$ cat config.mk
export PLATFORM = sky130hd
export DESIGN_NAME = alu_issue_ctrl
export DESIGN_NICKNAME = d
export VERILOG_FILES = /design/src/rtl/alu_issue_ctrl_pkg.sv /design/src/rtl/alu_issue_skid.sv /design/src/rtl/alu_issue_ctrl.sv
export SDC_FILE = /design/constraint.sdc
export NUM_CORES = 1
export LEC_CHECK = 0
export CELL_PAD_IN_SITES_DETAIL_PLACEMENT = 0
export CELL_PAD_IN_SITES_GLOBAL_PLACEMENT = 1
export CORE_MARGIN = 8
export CORE_UTILIZATION = 30
export DETAILED_ROUTE_END_ITERATION = 12
export GPL_TIMING_DRIVEN = 0
export PLACE_DENSITY = 0.86
export SYNTH_ARGS = -nofsm -noshare
export SYNTH_HDL_FRONTEND = slang
export SYNTH_SLANG_ARGS = --single-unit
$ cat constraint.sdc
create_clock -name clk -period 2 [get_ports clk]
set_input_delay 0.4 -clock clk [delete_from_list [all_inputs] [get_ports clk]]
set_output_delay 0.4 -clock clk [all_outputs]
set_load 0.005 [all_outputs]
$ cat src/rtl/alu_issue_ctrl_pkg.sv
// Shared definitions for the ALU issue controller.
//   - One-hot FSM state encoding, built from per-phase bit positions.
//   - Default "no operation" opcode.
//   - next_phase(): picks the next enabled phase after the current one.
//     Phases that are not enabled are skipped in the same cycle.
package alu_issue_ctrl_pkg;

  // Bit positions of each phase inside the one-hot state vector.
  localparam int unsigned PH_IDLE = 0;
  localparam int unsigned PH_LOAD = 1;
  localparam int unsigned PH_EXEC = 2;
  localparam int unsigned PH_READ = 3;
  localparam int unsigned PH_RESP = 4;
  localparam int unsigned N_ST    = 5;

  localparam logic [4:0] NOP_OP_DEF = 5'h00;

  typedef enum logic [N_ST-1:0] {
    ST_IDLE = 5'(1 << PH_IDLE),
    ST_LOAD = 5'(1 << PH_LOAD),
    ST_EXEC = 5'(1 << PH_EXEC),
    ST_READ = 5'(1 << PH_READ),
    ST_RESP = 5'(1 << PH_RESP)
  } state_t;

  // Only meaningful from IDLE, LOAD or EXEC. Returns IDLE when nothing
  // further is enabled, which also covers a command with no phases at all.
  function automatic state_t next_phase(input state_t from,
                                        input logic   has_load,
                                        input logic   has_exec,
                                        input logic   has_rd);
    if (from == ST_IDLE && has_load)
      return ST_LOAD;
    if ((from == ST_IDLE || from == ST_LOAD) && has_exec)
      return ST_EXEC;
    if (has_rd)
      return ST_READ;
    return ST_IDLE;
  endfunction

endpackage

$ cat src/rtl/alu_issue_skid.sv
// One-entry registered command buffer {op, data, arg, load, loadu, rd}.
// Input side is ready only while the entry is empty; the output side
// presents the stored command until the consumer takes it.
// Ports:
//   clk, rst                  clock, synchronous active-high reset
//   in_valid/in_ready/in_*    upstream command handshake and fields
//   out_valid/out_ready/out_* downstream command handshake and fields
module alu_issue_skid #(
  parameter int DATA_W = 16,
  parameter int OP_W   = 5
) (
  input  logic              clk,
  input  logic              rst,
  input  logic              in_valid,
  output logic              in_ready,
  input  logic [OP_W-1:0]   in_op,
  input  logic [DATA_W-1:0] in_data,
  input  logic [DATA_W-1:0] in_arg,
  input  logic              in_load,
  input  logic              in_loadu,
  input  logic              in_rd,
  output logic              out_valid,
  input  logic              out_ready,
  output logic [OP_W-1:0]   out_op,
  output logic [DATA_W-1:0] out_data,
  output logic [DATA_W-1:0] out_arg,
  output logic              out_load,
  output logic              out_loadu,
  output logic              out_rd
);

  logic full;

  assign in_ready  = ~full;
  assign out_valid = full;

  always_ff @(posedge clk) begin
    if (rst) begin
      full <= 1'b0;
    end else if (in_valid && !full) begin
      full <= 1'b1;
    end else if (full && out_ready) begin
      full <= 1'b0;
    end
  end

  always_ff @(posedge clk) begin
    if (in_valid && !full) begin
      out_op    <= in_op;
      out_data  <= in_data;
      out_arg   <= in_arg;
      out_load  <= in_load;
      out_loadu <= in_loadu;
      out_rd    <= in_rd;
    end
  end

endmodule

$ cat src/rtl/alu_issue_ctrl.sv
// ALU issue controller: accepts ALU commands over valid/ready, sequences
// the LOAD / EXEC / READ phases onto the ALU strobe interface, captures
// the accumulator/flag in READ and returns them over valid/ready.
// Build option: ALU_ISSUE_SKID_EN adds a one-entry command buffer so one
// command can be accepted while a transaction is in flight.
// Ports:
//   clk, rst                       clock, synchronous active-high reset
//   cmd_valid/cmd_ready            command handshake
//   cmd_op/data/arg/load/loadu/rd  command fields
//   alu_opcode/operand             registered ALU opcode and operand
//   alu_write/writeu/read          registered one-hot ALU strobes
//   alu_accout/alu_flag            ALU result inputs (valid during READ)
//   rsp_valid/rsp_ready            response handshake
//   rsp_data/rsp_flag              captured ALU result
//   busy                           FSM not in IDLE
module alu_issue_ctrl import alu_issue_ctrl_pkg::*; #(
  parameter int              DATA_W = 16,
  parameter int              OP_W   = 5,
  parameter logic [OP_W-1:0] NOP_OP = OP_W'(NOP_OP_DEF)
) (
  input  logic              clk,
  input  logic              rst,
  input  logic              cmd_valid,
  output logic              cmd_ready,
  input  logic [OP_W-1:0]   cmd_op,
  input  logic [DATA_W-1:0] cmd_data,
  input  logic [DATA_W-1:0] cmd_arg,
  input  logic              cmd_load,
  input  logic              cmd_loadu,
  input  logic              cmd_rd,
  output logic [OP_W-1:0]   alu_opcode,
  output logic [DATA_W-1:0] alu_operand,
  output logic              alu_write,
  output logic              alu_writeu,
  output logic              alu_read,
  input  logic [DATA_W-1:0] alu_accout,
  input  logic              alu_flag,
  output logic              rsp_valid,
  input  logic              rsp_ready,
  output logic [DATA_W-1:0] rsp_data,
  output logic              rsp_flag,
  output logic              busy
);

  state_t state, state_n;

  // Command as seen by the FSM (buffered or direct).
  logic              src_valid, src_ready;
  logic [OP_W-1:0]   src_op;
  logic [DATA_W-1:0] src_data, src_arg;
  logic              src_load, src_loadu, src_rd;

  // Command latched for the duration of the transaction.
  logic [OP_W-1:0]   cur_op;
  logic [DATA_W-1:0] cur_data, cur_arg;
  logic              cur_load, cur_loadu, cur_rd;

  // Command fields used to plan the next phase.
  logic              accept;
  logic [OP_W-1:0]   sel_op;
  logic [DATA_W-1:0] sel_data, sel_arg;
  logic              sel_load, sel_loadu, sel_rd, sel_wr, sel_ex;

  // Next-cycle ALU drive, registered below.
  logic [OP_W-1:0]   opcode_n;
  logic [DATA_W-1:0] operand_n;
  logic              write_n, writeu_n, read_n;

  assign src_ready = (state == ST_IDLE);

`ifdef ALU_ISSUE_SKID_EN
  logic skid_in_ready;

  alu_issue_skid #(
    .DATA_W (DATA_W),
    .OP_W   (OP_W)
  ) u_skid (
    .clk       (clk),
    .rst       (rst),
    .in_valid  (cmd_valid),
    .in_ready  (skid_in_ready),
    .in_op     (cmd_op),
    .in_data   (cmd_data),
    .in_arg    (cmd_arg),
    .in_load   (cmd_load),
    .in_loadu  (cmd_loadu),
    .in_rd     (cmd_rd),
    .out_valid (src_valid),
    .out_ready (src_ready),
    .out_op    (src_op),
    .out_data  (src_data),
    .out_arg   (src_arg),
    .out_load  (src_load),
    .out_loadu (src_loadu),
    .out_rd    (src_rd)
  );

  assign cmd_ready = skid_in_ready & ~rst;
`else
  assign src_valid = cmd_valid;
  assign src_op    = cmd_op;
  assign src_data  = cmd_data;
  assign src_arg   = cmd_arg;
  assign src_load  = cmd_load;
  assign src_loadu = cmd_loadu;
  assign src_rd    = cmd_rd;
  assign cmd_ready = src_ready & ~rst;
`endif

  assign accept = src_valid & src_ready;

  // On the accept cycle the latch is not yet loaded, so plan from the
  // incoming command; afterwards plan from the latched copy.
  always_comb begin
    sel_op    = accept ? src_op    : cur_op;
    sel_data  = accept ? src_data  : cur_data;
    sel_arg   = accept ? src_arg   : cur_arg;
    sel_load  = accept ? src_load  : cur_load;
    sel_loadu = accept ? src_loadu : cur_loadu;
    sel_rd    = accept ? src_rd    : cur_rd;
    sel_wr    = sel_load | sel_loadu;
    sel_ex    = (sel_op != NOP_OP);
  end

  always_comb begin
    state_n   = state;
    opcode_n  = NOP_OP;
    operand_n = '0;
    write_n   = 1'b0;
    writeu_n  = 1'b0;
    read_n    = 1'b0;

    case (state)
      ST_IDLE: if (accept) state_n = next_phase(ST_IDLE, sel_wr, sel_ex, sel_rd);
      ST_LOAD: state_n = next_phase(ST_LOAD, sel_wr, sel_ex, sel_rd);
      ST_EXEC: state_n = next_phase(ST_EXEC, sel_wr, sel_ex, sel_rd);
      ST_READ: state_n = ST_RESP;
      ST_RESP: if (rsp_ready) state_n = ST_IDLE;
      default: state_n = ST_IDLE;
    endcase

    // ALU outputs are registered, so they are decoded from the state
    // being entered; this keeps the strobes aligned with the phase.
    case (state_n)
      ST_LOAD: begin
        operand_n = sel_data;
        write_n   = sel_load;
        writeu_n  = ~sel_load & sel_loadu;
      end
      ST_EXEC: begin
        opcode_n  = sel_op;
        operand_n = sel_arg;
      end
      ST_READ: read_n = 1'b1;
      default: ;
    endcase
  end

  // Stage boundary: FSM state, ALU drive and captured response.
  always_ff @(posedge clk) begin
    if (rst) begin
      state       <= ST_IDLE;
      alu_opcode  <= NOP_OP;
      alu_operand <= '0;
      alu_write   <= 1'b0;
      alu_writeu  <= 1'b0;
      alu_read    <= 1'b0;
      rsp_data    <= '0;
      rsp_flag    <= 1'b0;
    end else begin
      state       <= state_n;
      alu_opcode  <= opcode_n;
      alu_operand <= operand_n;
      alu_write   <= write_n;
      alu_writeu  <= writeu_n;
      alu_read    <= read_n;
      if (state == ST_READ) begin
        rsp_data <= alu_accout;
        rsp_flag <= alu_flag;
      end
    end
  end

  always_ff @(posedge clk) begin
    if (accept) begin
      cur_op    <= src_op;
      cur_data  <= src_data;
      cur_arg   <= src_arg;
      cur_load  <= src_load;
      cur_loadu <= src_loadu;
      cur_rd    <= src_rd;
    end
  end

  // Masked during reset so a pending response is never offered.
  assign rsp_valid = (state == ST_RESP) & ~rst;
  assign busy      = (state != ST_IDLE) & ~rst;

endmodule

==> summary.md <==
| Metric | Value |
|---|---|
| Rel. slew slack | `66.9%` |
| First-pass GRT wire length | `11100 µm` |
| Cell Area, Placed | `3630 µm²` |
| Total gr overflow | `0` |
| Gpl congestion | `0.758` |
| Total GRT Usage | `12.4%` |
| Maximum vdd drop | `0.545 mV` |
| Syn Std Cell Area | `2450 µm²` |
| Setup Skew | `0.00942 ns` |
| Post-layout min period | `1.95 ns` |
| Core area | `8090 µm²` |
| Clk_lat worst skew | `0.34 ns` |
| Area Overhead vs Synth | `58.5%` |
| WL final | `6940 µm` |
| Slew at the pin closest to its max-slew limit | `0.497 ns` |
| Post-route DRC | `0` |
| Num ports | `105` |
| Die Ht | `106 µm` |
| Inserted Clock Buffers | `9` |
| Nets@finish | `412` |
| HPWL Detailed | `5120 µm` |
| Initial cell density of the core | `30.3%` |
| Setup TNS | `0 ns` |
| Unrepaired setup endpoints after global routing | `false` |
| Final instance area | `3890 µm²` |
| Synth cell types | `33` |
| Htree depth | `3` |
| Final Power | `0.00339 W` |
| Crit-path max FO | `10` |
| Vias in the first global route | `2195` |
| Status | `complete, no violations` |
| Root buf cell | `clkbuf_8` |
| Lkg Pwr | `1.51 nW` |
| Initial antenna violation count | `0` |
| Adder-cell area share of the yosys netlist | `0%` |
| Layout cell share with drive strength beyond 1 | `17.2%` |
| Syn_area_per_cell | `10.6 µm²` |
| Max Slew Vio Count | `0` |
| Worst path arrival time | `2.18 ns` |
| Num rows | `33` |
| Drt pass-1 iters | `4` |
| F_max | `513 MHz` |
| Area of the multi-input gates | `1000 µm²` |
| Largest family of logic cells by synthesized area | `simple AND/OR/NAND/NOR gates` |
| Clock buffer depth | `2` |
| EDFF count, synth | `0` |
| Yosys Warn Count | `0` |
| Largest net degree at the start of global routing | `12` |
| Compound-Gate Fraction of Synth Area | `13.6%` |
| Pwr/cell area | `872 nW/µm²` |
| Tcrit/Tclk final | `97.4%` |
| Final setup fails | `0` |
| Mux contribution to synthesized area | `9.94%` |
| Post-synth top flop | `dfxtp_1` |
| Async set-reset flop share out of synthesis | `0%` |
| Max_cap viols | `0` |
| Final hold vios | `0` |
| Syn nets | `293` |
| Ant. Diodes | `0` |
| Sequential area share after synthesis | `55.5%` |
| FF+latch area | `1370 µm²` |
| Via density | `4.55` |
| Post-CTS Hold Buffers | `0` |
| Post-synthesis simple-gate area fraction | `16.6%` |
| Number of port buffers | `104` |
| CP required | `2.23 ns` |
| Crit end category | `flop` |
| Routed len/inst | `15.1 µm` |
| Worst-path clk slew | `0.07 ns` |
| Die width | `106 µm` |
| Final antenna-violating net count | `0` |
| Clk sinks | `68` |
| Yosys reg bits | `68` |
| Vias | `2092` |
| CTS tree | `built` |
| Die area | `11300 µm²` |
| CP Launch Type | `input pin` |
| Fill cells | `771` |
| HP Class | `flop to flop` |
| Synth Area in XOR/XNOR | `0%` |
| Kind of critical path | `input pin to flop` |
| Iter 0 DRT Violations | `64` |
| Post-Syn Instances | `232` |
[registers in the layout, indices dropped and copies added, names as in the netlist]
register	count
alu_operand	16
cur_arg	16
rsp_data	16
alu_opcode	5
cur_op	5
state	5
alu_read	1
alu_write	1
alu_writeu	1
cur_rd	1
rsp_flag	1
[area by class of cell]
type                       count  share of cell area, %
inverter                       4                  0.386
multi-input combinational    145                   25.7
clock inverter                 5                   1.99
sequential                    68                   35.2
clock buffer                  10                   3.28
buffer                        15                   2.70
timing repair buffer         108                   27.4
tap                          105                   3.38
[per-stage QoR]
step / worst slack (ns) / hold slack, ns / utilization [%] / cells
finish: 0.0521 / 0.453 / 48.1 / 460
global placement: -0.402 / 0.441 / 44.8 / 441
floorplan: 0.251 / 0.426 / - / 232
global route: 0.000209 / 0.475 / 48.1 / 460
CTS: 0.00329 / 0.456 / 48.1 / 460
detailed placement: -0.428 / 0.447 / 44.8 / 441
[cells in the mapped netlist, types with 2 or more instances]
| cell type | instances | area share (%) |
|---|---|---|
| dfxtp_1 | 68 | 55 |
| nand2_1 | 53 | 8.1 |
| a21oi_1 | 20 | 4.1 |
| a32o_1 | 16 | 6.5 |
| mux2_4 | 14 | 8.6 |
| and3_1 | 9 | 2.3 |
| nor2_1 | 7 | 1.1 |
| clkbuf_1 | 5 | 0.76 |
| inv_1 | 4 | 0.61 |
| buf_2 | 3 | 0.61 |
| buf_4 | 3 | 0.92 |
| buf_6 | 3 | 1.4 |
| mux2_2 | 3 | 1.4 |
| nor3_1 | 3 | 0.61 |
| nor4_1 | 2 | 0.51 |
| or4_1 | 2 | 0.61 |
[timing repair]
item	CTS	global route
resized for setup	18	4
setup endpoints to repair	6	2
setup buffers	4	0
pin swaps	1	0
cloned	0	0
[metal layers]
layer  global-route usage (%)  up-vias  wire, µm
met3                     5.57        9       626
met1                     14.0      960      3060
met2                     20.0       72      3200
met5                        0        -         0
met4                     5.13        0        54
li1                         -     1051         -
[report_power, final]
part	leakage, nW	total, W	switching, W	internal [W]
clock network	0.102	0.00120	0.000508	0.000691
registers	0.560	0.00157	0.0000544	0.00151
logic	0.846	0.000626	0.000238	0.000388
[worst max-delay path, cell delays in order]
cell and delay (ns):
clkdlybuf4s50_1 0.44, or4_1 0.57, nor2_2 0.18, o32ai_4 0.11, buf_4 0.20, a32o_1 0.27
[cell usage in the layout (no fill, tap or decap), types with 4 or more instances in the layout]
cell type	count
a21oi_1	20
a32o_1	16
and3_1	8
buf_2	4
buf_4	7
clkbuf_1	5
clkbuf_8	10
clkdlybuf4s50_1	100
dfxtp_1	64
mux2_4	14
nand2_1	53
nor2_1	6
[final timing paths]
check	depth (start not counted)	from	slack [ns]	to
setup / recovery	6	cmd_op[1]	0.05	alu_operand[1]
hold / removal	2	rsp_data[10]	0.45	rsp_data[10]
setup reg to reg	8	state[3]	0.19	alu_operand[5]
hold reg to reg	2	rsp_data[10]	0.45	rsp_data[10]
[logic make-up (layout without fill, tap and decap cells)]
logic type      Yosys count  after routing
compound gates           43             43
buf+inv                  19            142
flops                    68             68
mux                      17             17
simple gates             85             85
No activity file was read; power rests on OpenSTA's default activity.
